<file path="src/rtl/perf_counter_bank_pkg.sv">
// Shared definitions for the performance counter bank: default sizing,
// per-event increment and the channel index enumeration.
package perf_counter_bank_pkg;

  localparam int PERF_NUM_CNT = 5;
  localparam int PERF_CNT_LEN = 64;
  localparam int PERF_CNT_INC = 1;
  localparam int PERF_XLEN    = 32;

  typedef enum logic [2:0] {
    p_CYCLE = 3'd0,
    p_INSTR = 3'd1,
    p_FLUSH = 3'd2,
    p_WAIT  = 3'd3,
    p_DECOD = 3'd4
  } perf_idx_e;

  // Index width that stays legal for a single-channel bank.
  function automatic int idx_width(input int n);
    return (n > 1) ? $clog2(n) : 1;
  endfunction

endpackage

</file>
<file path="src/rtl/perf_counter.sv">
// Single performance counter channel: CNT_W-bit counter with increment,
// half-word write (write beats increment) and wrap detection.
module perf_counter
  import perf_counter_bank_pkg::*;
#(
  parameter int CNT_W = PERF_CNT_LEN,
  parameter int XLEN  = PERF_XLEN,
  parameter int INC   = PERF_CNT_INC
) (
  input  logic             clk,
  input  logic             rst,
  input  logic             inc_en,
  input  logic             wr_lo,
  input  logic             wr_hi,
  input  logic [XLEN-1:0]  wr_data,
  output logic [CNT_W-1:0] cnt,
  output logic             wrap
);

  localparam int HI_W = CNT_W - XLEN;

  logic [CNT_W-1:0] cnt_r;
  logic [CNT_W-1:0] cnt_next_s;
  logic [CNT_W:0]   sum_s;
  logic             wrap_s;

  // Next counter value; a write discards a same-cycle increment and its wrap.
  always_comb begin
    sum_s      = {1'b0, cnt_r} + (CNT_W+1)'(INC);
    cnt_next_s = cnt_r;
    wrap_s     = 1'b0;
    if (wr_lo) begin
      cnt_next_s = {cnt_r[CNT_W-1:XLEN], wr_data};
    end else if (wr_hi) begin
      cnt_next_s = {wr_data[HI_W-1:0], cnt_r[XLEN-1:0]};
    end else if (inc_en) begin
      cnt_next_s = sum_s[CNT_W-1:0];
      wrap_s     = sum_s[CNT_W];
    end else begin
      cnt_next_s = cnt_r;
    end
  end

  // Counter state register.
  always_ff @(posedge clk) begin
    if (rst) begin
      cnt_r <= {CNT_W{1'b0}};
    end else begin
      cnt_r <= cnt_next_s;
    end
  end

  assign cnt  = cnt_r;
  assign wrap = wrap_s;

endmodule

</file>
<file path="src/rtl/perf_counter_bank.sv">
// Bank of NUM_CNT performance counters with inhibit mask, half-word
// write port and a torn-free lo-then-hi read path through a shadow register.
// Optional feature macro PERF_CNT_OVF_IRQ_EN: sticky overflow flags and
// overflow interrupt; when undefined ovf_o and irq_o are tied low.
module perf_counter_bank
  import perf_counter_bank_pkg::*;
#(
  parameter int NUM_CNT = PERF_NUM_CNT,
  parameter int CNT_W   = PERF_CNT_LEN,
  parameter int XLEN    = PERF_XLEN,
  parameter int INC     = PERF_CNT_INC,
  localparam int IDX_W  = idx_width(NUM_CNT)
) (
  input  logic               clk,
  input  logic               rst,
  input  logic [NUM_CNT-1:0] evt_i,
  input  logic               inh_wr_i,
  input  logic [NUM_CNT-1:0] inh_data_i,
  output logic [NUM_CNT-1:0] inh_o,
  input  logic               wr_en_i,
  input  logic [IDX_W-1:0]   wr_idx_i,
  input  logic               wr_hi_i,
  input  logic [XLEN-1:0]    wr_data_i,
  input  logic               rd_en_i,
  input  logic [IDX_W-1:0]   rd_idx_i,
  input  logic               rd_hi_i,
  output logic [XLEN-1:0]    rd_data_o,
  output logic               rd_valid_o,
  output logic [NUM_CNT-1:0] ovf_o,
  input  logic [NUM_CNT-1:0] ovf_clr_i,
  input  logic [NUM_CNT-1:0] ovf_irq_en_i,
  output logic               irq_o
);

  localparam int HI_W = CNT_W - XLEN;

  logic [CNT_W-1:0]   cnt_s [NUM_CNT];
  logic [NUM_CNT-1:0] wrap_s;
  logic [NUM_CNT-1:0] wr_sel_s;
  logic [NUM_CNT-1:0] inh_r;
  logic [CNT_W-1:0]   rd_cnt_s;
  logic               rd_in_range_s;
  logic [HI_W-1:0]    shadow_r;
  logic [XLEN-1:0]    rd_data_r;
  logic               rd_valid_r;

  // Write channel decode; out-of-range indices select nothing.
  always_comb begin
    wr_sel_s = {NUM_CNT{1'b0}};
    for (int n = 0; n < NUM_CNT; n++) begin
      wr_sel_s[n] = wr_en_i && (wr_idx_i == IDX_W'(n));
    end
  end

  for (genvar n = 0; n < NUM_CNT; n++) begin : g_ch
    perf_counter #(
      .CNT_W (CNT_W),
      .XLEN  (XLEN),
      .INC   (INC)
    ) u_cnt (
      .clk     (clk),
      .rst     (rst),
      .inc_en  (evt_i[n] & ~inh_r[n]),
      .wr_lo   (wr_sel_s[n] & ~wr_hi_i),
      .wr_hi   (wr_sel_s[n] & wr_hi_i),
      .wr_data (wr_data_i),
      .cnt     (cnt_s[n]),
      .wrap    (wrap_s[n])
    );
  end

  // Inhibit mask register; takes effect for events from the next cycle on.
  always_ff @(posedge clk) begin
    if (rst) begin
      inh_r <= {NUM_CNT{1'b0}};
    end else if (inh_wr_i) begin
      inh_r <= inh_data_i;
    end else begin
      inh_r <= inh_r;
    end
  end

  // Read mux over the pre-update counter values (AND-OR select).
  always_comb begin
    rd_cnt_s      = {CNT_W{1'b0}};
    rd_in_range_s = (32'(rd_idx_i) < NUM_CNT);
    for (int n = 0; n < NUM_CNT; n++) begin
      rd_cnt_s = rd_cnt_s | ({CNT_W{rd_idx_i == IDX_W'(n)}} & cnt_s[n]);
    end
  end

  // Read port: lo read also snapshots the upper half; hi read returns the snapshot.
  always_ff @(posedge clk) begin
    if (rst) begin
      rd_data_r  <= {XLEN{1'b0}};
      rd_valid_r <= 1'b0;
      shadow_r   <= {HI_W{1'b0}};
    end else begin
      rd_valid_r <= rd_en_i;
      if (rd_en_i && !rd_in_range_s) begin
        rd_data_r <= {XLEN{1'b0}};
      end else if (rd_en_i && rd_hi_i) begin
        rd_data_r <= XLEN'(shadow_r);
      end else if (rd_en_i) begin
        rd_data_r <= rd_cnt_s[XLEN-1:0];
        shadow_r  <= rd_cnt_s[CNT_W-1:XLEN];
      end else begin
        rd_data_r <= rd_data_r;
      end
    end
  end

  assign inh_o      = inh_r;
  assign rd_data_o  = rd_data_r;
  assign rd_valid_o = rd_valid_r;

`ifdef PERF_CNT_OVF_IRQ_EN
  logic [NUM_CNT-1:0] ovf_r;

  // Sticky overflow flags; a new wrap beats a clear strobe in the same cycle.
  always_ff @(posedge clk) begin
    if (rst) begin
      ovf_r <= {NUM_CNT{1'b0}};
    end else begin
      ovf_r <= wrap_s | (ovf_r & ~ovf_clr_i);
    end
  end

  assign ovf_o = ovf_r;
  assign irq_o = |(ovf_r & ovf_irq_en_i);
`else
  logic unused_ovf;
  assign unused_ovf = ^{wrap_s, ovf_clr_i, ovf_irq_en_i};
  assign ovf_o      = {NUM_CNT{1'b0}};
  assign irq_o      = 1'b0;
`endif

endmodule
</file>
<file path="config.mk">
export PLATFORM = sky130hd
export DESIGN_NAME = perf_counter_bank
export DESIGN_NICKNAME = d
export VERILOG_FILES = /design/src/rtl/perf_counter_bank_pkg.sv /design/src/rtl/perf_counter.sv /design/src/rtl/perf_counter_bank.sv
export SDC_FILE = /design/constraint.sdc
export NUM_CORES = 1
export LEC_CHECK = 0
export CAP_MARGIN = 20
export CORE_UTILIZATION = 55
export CTS_CLUSTER_SIZE = 24
export DETAILED_ROUTE_END_ITERATION = 8
export PLACE_DENSITY = 0.76
export SYNTH_ARGS = -nofsm -noshare
export SYNTH_HDL_FRONTEND = slang
export SYNTH_SLANG_ARGS = --single-unit
</file>
<file path="constraint.sdc">
create_clock -name clk -period 2.9 [get_ports clk]
set_input_delay 0.58 -clock clk [delete_from_list [all_inputs] [get_ports clk]]
set_output_delay 0.58 -clock clk [all_outputs]
set_load 0.02 [all_outputs]
</file>
==> results of run 1 <==
-- cells by family (layout without fill, tap and decap cells) --
family	after synthesis	in the layout	synth area share, %
AOI/OAI and AO/OA	843	843	22.7
other	1	9	0.0155
DFF	390	390	32.2
adders and majority gates	5	5	0.258
muxes	96	96	5.02
buffers and inverters	333	510	5.41
and+or+nand+nor	1273	1273	27.1
xor gates and xnor gates	201	201	7.27
-- layer usage --
| layer | up-vias | part of all wire [%] | routed length (um) |
|---|---|---|---|
| met5 | - | 0.021 | 23 |
| met4 | 4 | 7.2 | 7940 |
| met1 | 12996 | 38 | 41100 |
| li1 | 12034 | - | - |
| met3 | 441 | 16 | 17500 |
| met2 | 2113 | 39 | 43000 |
-- how the worst min path moves through the flow --
stage / from / endpoint / slack (ps) / cells after the start
final: rst / g_ch[4].u_cnt.cnt[35]$_SDFFE_PP0P_ / 370 / 2
after CTS: rst / g_ch[4].u_cnt.cnt[35]$_SDFFE_PP0P_ / 350 / 2
after global placement: rd_data_o[22]$_SDFFE_PP0P_ / rd_data_o[22]$_SDFFE_PP0P_ / 440 / 2
after global routing: rst / g_ch[4].u_cnt.cnt[50]$_SDFFE_PP0P_ / 390 / 2
after floorplan: shadow_r[18]$_SDFFE_PP0P_ / shadow_r[18]$_SDFFE_PP0P_ / 440 / 2
after detailed placement: rd_data_o[22]$_SDFFE_PP0P_ / rd_data_o[22]$_SDFFE_PP0P_ / 450 / 2
-- where the power goes --
| part | total [W] | switching [W] | internal (W) | leakage (nW) |
|---|---|---|---|---|
| Combinational | 0.00168 | 0.00111 | 0.000576 | 5.55 |
| Sequential | 0.00567 | 0.000182 | 0.00549 | 3.16 |
| Clock | 0.00628 | 0.00253 | 0.00375 | 0.794 |
-- flip-flops by register name, indices dropped and copies added, names as in the netlist --
register / count
shadow_r: 32
inh_o: 5
rd_valid_o: 1
rd_data_o: 32
g_ch.u_cnt.cnt: 320
-- cells in the mapped netlist, drive strengths merged (5+ instances only) --
cell	n
o22ai	101
nor2	333
o31a	11
nand2	215
and4	39
buf	53
o221ai	13
a21o	7
xor2	76
o21ai	112
nor4b	8
or3	28
and2	25
a22o	6
mux4	20
nor4	59
a22oi	87
a32oi	5
nor2b	8
a311oi	12
a31oi	37
nor3	120
or4	23
a211oi	134
ha	5
nand4	115
xnor2	125
and3	92
dfxtp	390
or2	13
nand2b	26
o21a	21
clkbuf	230
o211ai	7
a21oi	212
a221oi	55
mux2i	73
nand3	146
inv	50
-- stage by stage --
stage	hold WS, ps	setup TNS [ps]	setup slack [ps]	utilization, %	total power, W
after floorplan	440	0	280	-	0.00654
after global placement	443	-1100	-191	62.9	0.00733
after detailed placement	447	-2460	-186	62.9	0.00736
after CTS	348	0	52.1	66.6	0.0135
after global routing	385	0	58.1	66.6	0.0139
final	369	0	172	66.7	0.0136
-- worst max-delay path, delay by kind of cell, from the launching register on --
family / cells / cell delay [ps]
adder cells (fa/ha/maj): 1 / 220
AO/OA/AOI/OAI: 1 / 100
XOR/XNOR: 1 / 190
buffers and inverters: 1 / 250
flip-flops: 1 / 510
AND/OR/NAND/NOR: 4 / 1310
-- layout make-up --
type / instances / area, um^2 / share of cell area (%)
tap: 585 / 732 / 2.54
clock inverter: 14 / 175 / 0.607
multi-input combinational: 2424 / 15200 / 52.6
sequential: 390 / 7810 / 27.1
antenna: 3 / 7.51 / 0.0260
clock buffer: 69 / 1430 / 4.96
timing repair buffer: 377 / 3330 / 11.5
inverter: 50 / 188 / 0.651
==> summary.txt, run 1 <==
Worst setup path
  – Setup crit start kind: flop
  – Slowest stage delay, CP: 660 ps
  – R2R setup slack: 170 ps
  – Critical Path AT: 3180 ps
  – Critical Path Start: g_ch[1].u_cnt.cnt[0]$_SDFFE_PP0P_
  – Critical R2R Launch: g_ch[1].u_cnt.cnt[0]$_SDFFE_PP0P_
  – Max stage delay cell, worst path: or4_1
  – RR Endpoint: g_ch[1].u_cnt.cnt[56]$_SDFFE_PP0P_
  – Crit path max fanout: 13
  – R2R depth: 8
  – Worst path cell trace: ha_1 -> and3_1 -> nand3_2 -> or4_1 -> buf_4 -> nor3_1 -> xnor2_1 -> o22ai_1
  – Worst Setup End Kind: flop
  – Setup crit end: g_ch[1].u_cnt.cnt[56]$_SDFFE_PP0P_
  – Crit path kind: reg2reg
  – CP required: 3350 ps

Global route
  – GRT Max-Usage Layer: met2
  – First-pass GRT wire length: 159000 um
  – GRT Resource Usage Total: 48.1%
  – Largest net degree at the start of global routing: 117
  – Antenna violations before repair: 4
  – M2 GR Usage: 66.2%
  – Met3 Usage GRT: 15.4%
  – GR Overflow Total: 0
  – GRT met1 Usage: 63.9%
  – Vias in the first global route: 24849

Outcome
  – Status: complete, no violations

Synthesis
  – Synth unique cells: 78
  – YS warnings: 0
  – Top cell type's share of synthesized area: 32.2%
  – Seq/Total Area, Yosys: 32.2%
  – Most area-consuming cells after synthesis: dfxtp_1 32%, nor2_1 5.2%, xnor2_1 4.5%
  – Yosys top cell by area: dfxtp_1
  – Avg Cell Area, Syn: 7.71 um^2
  – Gate count of the mapped netlist: 3142
  – Number of flops mapped to enable cells by yosys: 0
  – Top_reg_cell synth: dfxtp_1
  – Async SR Flop Fraction: 0%
  – Post-Syn Area: 0.0242 mm^2
  – Synthesis-stage register bit count: 390

Placed design
  – Cells after DPL: 3826
  – GP Congestion: 1.03
  – Post-DP HPWL: 78100 um
  – DP Area: 0.0272 mm^2
  – Port-buffer cells: 92

Flow run
  – Max Cap Violations: 0

Clocking
  – Clock Path Buffers: 3
  – Hold_buf cts: 0
  – Worst-skew pair later-pin latency: 600 ps
  – Post CTS Setup Buffer Count: 0
  – H-tree level count: 2
  – Num CTS Buffers: 47
  – Root buf cell: clkbuf_16
  – Clock sink count: 390
  – Post-cts gate resize count: 0
  – Worst-path clk slew: 60 ps
  – CTS tree: built

Drt
  – # DRC: 0
  – Vias per Instance: 7.05
  – Via count: 27588
  – Post-route ant nets: 0
  – Initial DRC count: 4668
  – Mean routed wirelength per cell: 28.0 um
  – Drt pass-1 iters: 7
  – Total routed wirelength: 110000 um

Floorplanning
  – Initial Util: 56.0%
  – Chip Width: 212 um
  – I/O Pins: 109
  – Rows: 76
  – Core area: 0.0433 mm^2
  – Die Y-Extent: 212 um
  – Die area: 0.0449 mm^2

Finish
  – Commonest non-fill, non-tap cells in the layout: 390 x dfxtp_1, 325 x nor2_1, 264 x buf_4, 214 x nand2_1, 212 x a21oi_1
  – Commonest non-fill, non-tap cell in the layout: dfxtp_1
  – Final Instance Count excl. Fillers: 3912
  – Area growth, synth to finish: 19.1%
  – Final instance area: 0.0288 mm^2
  – Layout cells sized above 1: 12.9%
  – NumNets Final: 3360
  – FILL cells: 3687

Worst hold path
  – Worst Hold Class: in2reg

Pwr
  – Leak pwr: 9.50 nW
  – Peak supply drop: 499 uV
  – P per Cell Area: 473 mW/mm^2

STA
  – Slew @ Worst Pin: 1220 ps
  – Worst clock skew: 17.2 ps
  – Fin crit share: 94.1%
  – Slew headroom: 18.7%
  – Final Slew Violations: 0
  – Setup violations, final: 0
  – Final hold violation count: 0
  – Tmin final: 2730 ps
  – Fmax: 0.367 GHz
  – Unrepaired setup endpoints after global routing: no
(Power assumes the default switching activity.)
==> run 2: changes to the inputs <==
--- a/config.mk
+++ b/config.mk
@@ -6,10 +6,10 @@
 export NUM_CORES = 1
 export LEC_CHECK = 0
 export CAP_MARGIN = 20
-export CORE_UTILIZATION = 55
+export CORE_UTILIZATION = 52
 export CTS_CLUSTER_SIZE = 24
 export DETAILED_ROUTE_END_ITERATION = 8
-export PLACE_DENSITY = 0.76
+export PLACE_DENSITY = 0.72
 export SYNTH_ARGS = -nofsm -noshare
 export SYNTH_HDL_FRONTEND = slang
 export SYNTH_SLANG_ARGS = --single-unit
==> run 2 against run 1 <==
Clock-buffer cell count shrank 11. Core utilization fell by 3.9 points. Non-clock buffer count fell by 28. Via count shrank 2.0%. Global-route usage fell by 4.5 points. Register-to-register slack improved by 20 ps. Critical path type unchanged.
==> summary.txt, run 2 (synthesis results as in run 1) <==
Worst setup path
  – Crit path max fanout: 10
  – CP dominant cell by count: or4_1
  – CP required: 3390 ps
  – Slowest stage delay, CP: 710 ps
  – Max stage delay cell, worst path: or4_1
  – Worst Setup End Kind: flop
  – Worst path cell trace: nand3_1 -> or4_1 -> or4_1 -> buf_4 -> o31a_1 -> o21ai_1 -> a21oi_1
  – Setup crit start kind: flop
  – Crit path kind: reg2reg
  – Critical Path AT: 3200 ps

Pwr
  – Pint: 0.00974 W
  – Leak pwr: 9.35 nW
  – P per Cell Area: 475 mW/mm^2
  – Peak supply drop: 420 uV
  – Sequential share of power: 41.6%
  – Clock share of power: 46.3%
  – Psw: 0.00388 W
  – Switching Share: 28.5%
  – Comb power frac: 12.1%
  – Final Power: 0.0136 W

Floorplanning
  – Initial Util: 53.0%
  – Rows: 78
  – I/O Pins: 109
  – Die Y-Extent: 218 um
  – Chip Width: 218 um
  – Die area: 0.0474 mm^2
  – Core area: 0.0457 mm^2

STA
  – Slew headroom: 46.2%
  – Worst setup margin: 193 ps
  – Worst clock skew: 17.0 ps
  – Final hold violation count: 0
  – Setup violations, final: 0
  – Tmin final: 2710 ps
  – Fmax: 0.369 GHz
  – Fin crit share: 93.4%
  – Slew @ Worst Pin: 799 ps
  – Final Slew Violations: 0
  – Unrepaired setup endpoints after global routing: no

Clocking
  – Hold_buf cts: 0
  – Root buf cell: clkbuf_16
  – Post CTS Setup Buffer Count: 0
  – Clock sink count: 390
  – Worst-skew pair later-pin latency: 620 ps
  – Clock Path Buffers: 3
  – Post-cts gate resize count: 0
  – Num CTS Buffers: 46
  – H-tree level count: 2
  – Worst-path clk slew: 60 ps
  – CTS tree: built

Finish
  – Commonest non-fill, non-tap cells in the layout: 390 x dfxtp_1, 325 x nor2_1, 238 x buf_4, 214 x nand2_1, 212 x a21oi_1
  – Multi-input logic area: 0.0152 mm^2
  – Commonest non-fill, non-tap cell in the layout: dfxtp_1
  – Area growth, synth to finish: 18.3%
  – FF/Latch Area: 0.00781 mm^2
  – FILL cells: 4067
  – NumNets Final: 3331
  – Max reg flops: 320
  – Layout cells sized above 1: 12.2%

Placed design
  – Port-buffer cells: 92
  – Post-DP HPWL: 76200 um
  – Pre-CTS worst setup slack: -226 ps
  – GP Congestion: 1.07

Drt
  – # DRC: 0
  – Initial DRC count: 4731
  – Total routed wirelength: 106000 um
  – Via count: 27042
  – Mean routed wirelength per cell: 27.2 um
  – Post-route ant nets: 0
  – Vias per Instance: 6.93
  – Drt pass-1 iters: 7

Outcome
  – Status: complete, no violations

Global route
  – Vias in the first global route: 24098
  – First-pass GRT wire length: 155000 um
  – GRT Resource Usage Total: 43.6%
  – Antenna violations before repair: 3
  – Largest net degree at the start of global routing: 72
  – GR Overflow Total: 0

Flow run
  – Max Cap Violations: 0

Worst hold path
  – Worst Hold Class: in2reg
[run 2: cell types whose count changed in the layout (fill, tap and decap cells not counted), moves of 2 or more]
cell	before	now
clkbuf_8	13	8
or4_1	20	22
clkbuf_16	49	46
clkinv_8	0	2
clkbuf_1	7	4
bufinv_16	4	6
buf_12	22	20
or4_4	3	1
clkinvlp_4	2	8
buf_4	264	238
[run 2: metrics by stage]
step	TNS, ps	hold WS [ps]	std cells	area, um^2	util (%)
finish	0	331	3901	28600	62.7
global route	0	343	3897	28600	62.7
CTS	0	302	3897	28600	62.7
detailed placement	-1770	448	3813	27000	59.1
global placement	-1050	444	3813	27000	59.1
floorplan	0	440	3147	24200	-
[run 2: worst paths after layout]
kind | depth (start not counted) | endpoint | slack [ps] | from
setup / recovery | 7 | g_ch[4].u_cnt.cnt[61]$_SDFFE_PP0P_ | 190 | g_ch[4].u_cnt.cnt[35]$_SDFFE_PP0P_
hold / removal | 2 | g_ch[4].u_cnt.cnt[32]$_SDFFE_PP0P_ | 330 | rst
setup reg to reg | 7 | g_ch[4].u_cnt.cnt[61]$_SDFFE_PP0P_ | 190 | g_ch[4].u_cnt.cnt[35]$_SDFFE_PP0P_
hold reg to reg | 2 | rd_data_o[23]$_SDFFE_PP0P_ | 450 | rd_data_o[23]$_SDFFE_PP0P_
[run 2: worst max-delay path: cells and delay by family, from the launching register on]
family	cells	cell delay, ps
simple gates	3	1420
compound gates	3	470
flops	1	480
buf+inv	1	200
[run 2: power groups by stage]
stage,clock (W),sequential (W),combinational [W]
finish,0.00630,0.00567,0.00165
global route,0.00650,0.00568,0.00169
CTS,0.00630,0.00565,0.00157
detailed placement,0,0.00577,0.00157
global placement,0,0.00577,0.00154
floorplan,0,0.00573,0.000805
[run 2: final cells by class]
class	count	area share, %
Timing Repair Buffer	349	10.8
Clock buffer	58	4.45
Inverter	50	0.655
Sequential cell	390	27.3
Multi-Input combinational cell	2424	52.9
Tap cell	600	2.62
Clock inverter	26	1.24
Antenna cell	4	0.0349
[run 2: routing by layer]
layer | part of all wire (%) | track usage, % | up-vias
li1 | - | - | 11978
met1 | 39 | 59.8 | 12756
met2 | 40 | 60.7 | 1977
met3 | 15 | 14.1 | 327
met4 | 5.6 | 22.1 | 4
met5 | 0.024 | 0 | -
